===== src/rtl/arb_client_pkg.sv =====
// Shared types and constants for the arbiter requester-side client.
package arb_client_pkg;

    localparam int unsigned PEND_CNT_W = 4;

    typedef logic [PEND_CNT_W-1:0] pend_cnt_t;
    typedef logic [7:0]            wait_cnt_t;

    localparam wait_cnt_t WAIT_MAX = 8'hFF;

endpackage


===== src/rtl/arb_client_port.sv =====
// One requester port: pending-transaction count, starvation timer and
// registered done/drop pulses.
module arb_client_port
    import arb_client_pkg::*;
#(
    parameter int unsigned CNT_W        = 4,
    parameter int unsigned STARVE_LIMIT = 15
) (
    input  logic clk,
    input  logic reset,
    input  logic push,
    input  logic gnt,
    output logic req,
    output logic full,
    output logic done,
    output logic drop,
    output logic starve
);

    logic [CNT_W-1:0] cnt;
    wait_cnt_t        wait_cnt;
    logic             acc;

    // Request, full and starvation flags are pure functions of registered state.
    always_comb begin
        req    = (cnt != '0);
        full   = (cnt == '1);
        acc    = req & gnt;
        starve = (wait_cnt >= wait_cnt_t'(STARVE_LIMIT));
    end

    // Counter, starvation timer and completion/drop pulses.
    always_ff @(posedge clk) begin
        if (reset) begin
            cnt      <= '0;
            wait_cnt <= '0;
            done     <= 1'b0;
            drop     <= 1'b0;
        end else begin
            done <= acc;
            drop <= push & ~acc & full;

            if (push && !acc && !full) begin
                cnt <= cnt + 1'b1;
            end else if (!push && acc) begin
                cnt <= cnt - 1'b1;
            end

            if (acc || (cnt == '0)) begin
                wait_cnt <= '0;
            end else if (wait_cnt != WAIT_MAX) begin
                wait_cnt <= wait_cnt + 1'b1;
            end
        end
    end

endmodule


===== src/rtl/arb_req_client.sv =====
// Requester-side agent for a fixed-priority arbiter: NUM_PORTS independent
// port trackers plus a sticky checker for arbiter protocol violations.
module arb_req_client
    import arb_client_pkg::*;
#(
    parameter int unsigned NUM_PORTS    = 4,
    parameter int unsigned CNT_W        = PEND_CNT_W,
    parameter int unsigned STARVE_LIMIT = 15
) (
    input  logic                 clk,
    input  logic                 reset,
    input  logic [NUM_PORTS-1:0] push_i,
    input  logic [NUM_PORTS-1:0] gnt_i,
    output logic [NUM_PORTS-1:0] req_o,
    output logic [NUM_PORTS-1:0] full_o,
    output logic [NUM_PORTS-1:0] done_o,
    output logic [NUM_PORTS-1:0] drop_o,
    output logic [NUM_PORTS-1:0] starve_o,
    output logic                 grant_err_o
);

    logic proto_err;

    for (genvar p = 0; p < NUM_PORTS; p++) begin : g_port
        arb_client_port #(
            .CNT_W        (CNT_W),
            .STARVE_LIMIT (STARVE_LIMIT)
        ) u_port (
            .clk    (clk),
            .reset  (reset),
            .push   (push_i[p]),
            .gnt    (gnt_i[p]),
            .req    (req_o[p]),
            .full   (full_o[p]),
            .done   (done_o[p]),
            .drop   (drop_o[p]),
            .starve (starve_o[p])
        );
    end

    // Violation: grant to a non-requesting port, or more than one grant.
    always_comb begin
        proto_err = (|(gnt_i & ~req_o)) || !$onehot0(gnt_i);
    end

    // Sticky error flag, cleared only by reset.
    always_ff @(posedge clk) begin
        if (reset) begin
            grant_err_o <= 1'b0;
        end else if (proto_err) begin
            grant_err_o <= 1'b1;
        end
    end

endmodule


===== config.mk =====
export PLATFORM = sky130hd
export DESIGN_NAME = arb_req_client
export DESIGN_NICKNAME = d
export VERILOG_FILES = /design/src/rtl/arb_client_pkg.sv /design/src/rtl/arb_client_port.sv /design/src/rtl/arb_req_client.sv
export SDC_FILE = /design/constraint.sdc
export NUM_CORES = 1
export LEC_CHECK = 0
export ABC_AREA = 1
export ABC_CLOCK_PERIOD_IN_PS = 1660
export BUFFER_PORTS_ARGS = -buffer_cell sky130_fd_sc_hd__buf_2
export CAP_MARGIN = 20
export CORE_ASPECT_RATIO = 1.75
export CORE_UTILIZATION = 48
export DETAILED_ROUTE_END_ITERATION = 6
export PLACE_DENSITY_LB_ADDON = 0.08
export RECOVER_POWER = 25
export SLEW_MARGIN = 20
export SYNTH_ARGS = -nofsm -noshare
export SYNTH_HDL_FRONTEND = slang
export SYNTH_SLANG_ARGS = --single-unit

===== constraint.sdc =====
create_clock -name clk -period 1.66 [get_ports clk]
set_input_delay 0.332 -clock clk [delete_from_list [all_inputs] [get_ports clk]]
set_output_delay 0.332 -clock clk [all_outputs]
set_load 0.005 [all_outputs]

==> metrics <==
Tmin final 1.68 ns; hold_sp gnt_i[2]; total of max-cap violations 0; Top Ports 31; reg2reg path depth 9; crit-path max FO 4; leading area contributor after synthesis dfxtp_1; Most used DFF post-synth dfxtp_1; port bufs 30; DIE AREA 7140 µm²; Syn Inst Count 424; Layout Cells excl Fill 557; CP delay by family, top simple AND/OR/NAND/NOR gates; sw power 0.00197 W; number of remaining DRC errors 0; hold crit path type input pin to register; dpl ws -0.00579 ns; worst reg2reg endpoint g_port[3].u_port.cnt[2]; Hold Fails Final Rpt 0; Setup Crit Path Kind register to register; switching share of power 34.6%; share of layout cells above drive strength 1 36.8%; status finished with violations; DIE WIDTH 64.3 µm; initial antenna violation count 0; Max H-tree Level 3; failing checks setup timing; CTS tree done; Gate power share 38.3%; max_slew headroom 77.5%; total CTS buffers 9; Critical Path AT 1.89 ns; Final HPWL DP 4760 µm; drt total wl 6810 µm; grt ovf 0; Fill cells 600; Critical Path Start Type register; Max Freq 595 MHz; CTS sink count 57; flops & latches, synth 57; most instantiated cells after synthesis nor2_1 (70), nand2_1 (62), dfxtp_1 (57), inv_1 (41), o21ai_0 (22); Slew @ Worst Pin 0.337 ns; synth top area cells dfxtp_1 (35%), nor2_1 (8.1%), nand2_1 (7.1%); Async SR Flop Fraction 0%; PnR worst setup slack -0.0211 ns; Mapped Nets 451; Clock Latency Late Sink 0.32 ns; Post-synth EDFFs 0; sequential power share 32.9%; vias 2871; DR WL/cell 12.2 µm; PwrDens 1390 nW/µm²; vias in the first global route 2715; Crit-path slowest cell fa_1; Distinct cells, synth 33; max incr delay on CP 0.37 ns; Final Wtd Congestion 0.846; hold buffers post-CTS 0; Post-Syn Area 3260 µm²; Root Buffer clkbuf_16; CP most frequent cell nor2_1; Fin Clk Skew 0.00314 ns; Clock Power Share 28.8%; Placed Instances 530; RSZ-0062 raised after global routing yes; Row Count 39; top cell type's share of synthesized area 35.0%; YS warnings 0; largest net degree at the start of global routing 22; TritonRoute pass-1 iters 4; Power Internal 0.00372 W; die height 111 µm; post-DR vias/cell 5.15; Global Route Usage Sum 20.2%; Initial Utilization 49.9%; worst r2r src g_port[3].u_port.cnt[2]; Data required, critical path 1.87 ns; hold endpoint g_port[2].u_port.done; Avg Inst Size Synth 7.70 µm²; register area share after synthesis 35.0%; first-pass GRT wire length 11200 µm; clk slew on worst S/H paths 0.05 ns; initial drt markers 155; R2R setup slack -0.02 ns; CTS Buffer Depth 2; leakage power 1.80 nW; area grow syn2layout 25.3%; post-route clock period utilization 101%; Setup violations, final 1; most frequent cell after synthesis nor2_1; Routed Antenna Nets 0; worst path bufs/invs 1; Antenna diodes 0; Cell Chain, Critical Path nor2_2 -> nand2_2 -> nand2_4 -> nand3_4 -> buf_4 -> fa_1 -> xor2_1 -> nor2_1 -> nor2_1; Peak VDD IR 0.000768 V; CP endpoint kind register; WHS Path Cells 3; Core ar. 6540 µm²; fin nets 499; max-slew violation count 0
-- cell usage in the layout, fill, tap and decap left out, types with 3 or more instances in the layout --
master / Yosys / layout
nor2_1: 70 / 62
nand2_1: 62 / 46
dfxtp_1: 57 / 40
inv_1: 41 / 38
buf_2: 0 / 30
buf_4: 21 / 30
nand2_2: 11 / 27
o21ai_0: 22 / 22
nand3_1: 20 / 17
a21oi_1: 21 / 16
dfxtp_2: 0 / 13
inv_2: 7 / 10
nand4_1: 9 / 9
a31oi_1: 9 / 9
ha_4: 0 / 9
clkbuf_16: 0 / 9
nor2_4: 4 / 7
nand3_4: 6 / 7
nor3_1: 7 / 7
xor2_1: 7 / 7
nand3_2: 4 / 6
nor2_2: 0 / 5
a21oi_2: 0 / 5
nand2_4: 4 / 4
nand3b_1: 4 / 4
a21o_1: 4 / 4
fa_1: 5 / 4
dfxtp_4: 0 / 4
xnor2_1: 3 / 3
clkbuf_1: 0 / 3
-- what timing repair did --
item | 4_1_cts | 5_1_grt
pin swaps | 4 | 25
gates resized for setup | 4 | 68
setup buffers | 0 | 13
setup endpoints to repair | 4 | 10
gates cloned | 0 | 0
-- layer usage --
| layer | part of all wire [%] | track usage [%] |
|---|---|---|
| met3 | 4.4 | 4.94 |
| met5 | 0 | 0 |
| met2 | 52 | 34.5 |
| met1 | 40 | 20.9 |
| met4 | 3.7 | 14.2 |
-- worst reg2reg max path: cells and delay by family, from the launching register on --
kind,cells,cell delay (ns)
and+or+nand+nor,6,0.55
adders and majority gates,1,0.37
DFF,1,0.34
xor gates and xnor gates,1,0.17
buffers and inverters,1,0.15
-- sequential cells by signal, summed over array words and instances (netlist names) --
| register | flops |
|---|---|
| g_port.u_port.wait_cnt | 32 |
| g_port.u_port.done | 4 |
| g_port.u_port.cnt | 16 |
| grant_err_o | 1 |
| g_port.u_port.drop | 4 |
-- kinds of logic (layout without fill, tap and decap cells) --
family | Yosys count | after routing | synth area share (%)
simple gates | 206 | 206 | 33.2
buf+inv | 73 | 124 | 11.3
compound gates | 61 | 61 | 10.2
flops | 57 | 57 | 35.0
fa+ha+maj | 17 | 17 | 7.67
xor+xnor | 10 | 10 | 2.68
-- final cells by class --
type                       instances  area, µm²  share of cell area, %
sequential                        57       1170                   28.7
clock buffer                      14        264                   6.45
multi-input combinational        294       1990                   48.6
timing repair buffer              60        375                   9.18
tap                               82        103                   2.51
inverter                          50        189                   4.62
-- power by group through the flow --
stage	Combinational (W)	Clock [W]	Sequential, W
final	0.00218	0.00164	0.00187
after global routing	0.00245	0.00175	0.00190
after CTS	0.00174	0.00169	0.00174
after detailed placement	0.00173	0	0.00176
after global placement	0.00170	0	0.00176
after floorplan	0.00128	0	0.00176
-- worst max-delay path by stage --
stage,to,start,depth (start not counted)
floorplan,g_port[3].u_port.cnt[3],g_port[3].u_port.cnt[0],11
global placement,g_port[3].u_port.cnt[3],g_port[3].u_port.cnt[3],11
detailed placement,g_port[2].u_port.cnt[3],g_port[2].u_port.cnt[2],11
CTS,starve_o[1],g_port[1].u_port.wait_cnt[0],6
global route,g_port[2].u_port.cnt[3],g_port[2].u_port.cnt[1],10
finish,g_port[3].u_port.cnt[2],g_port[3].u_port.cnt[2],9
-- metrics by stage --
| step | hold slack [ns] | area (µm²) | utilization [%] | power (W) | TNS (ns) |
|---|---|---|---|---|---|
| floorplan | 0.456 | 3260 | - | 0.00304 | 0 |
| global placement | 0.474 | 3460 | 53.0 | 0.00347 | 0 |
| detailed placement | 0.482 | 3460 | 53.0 | 0.00349 | -0.00579 |
| CTS | 0.276 | 3730 | 57.0 | 0.00517 | 0 |
| global route | 0.290 | 4090 | 62.6 | 0.00609 | -0.435 |
| finish | 0.287 | 4090 | 62.6 | 0.00568 | -0.0211 |
Note: power is estimated with default switching activity, not from simulation.
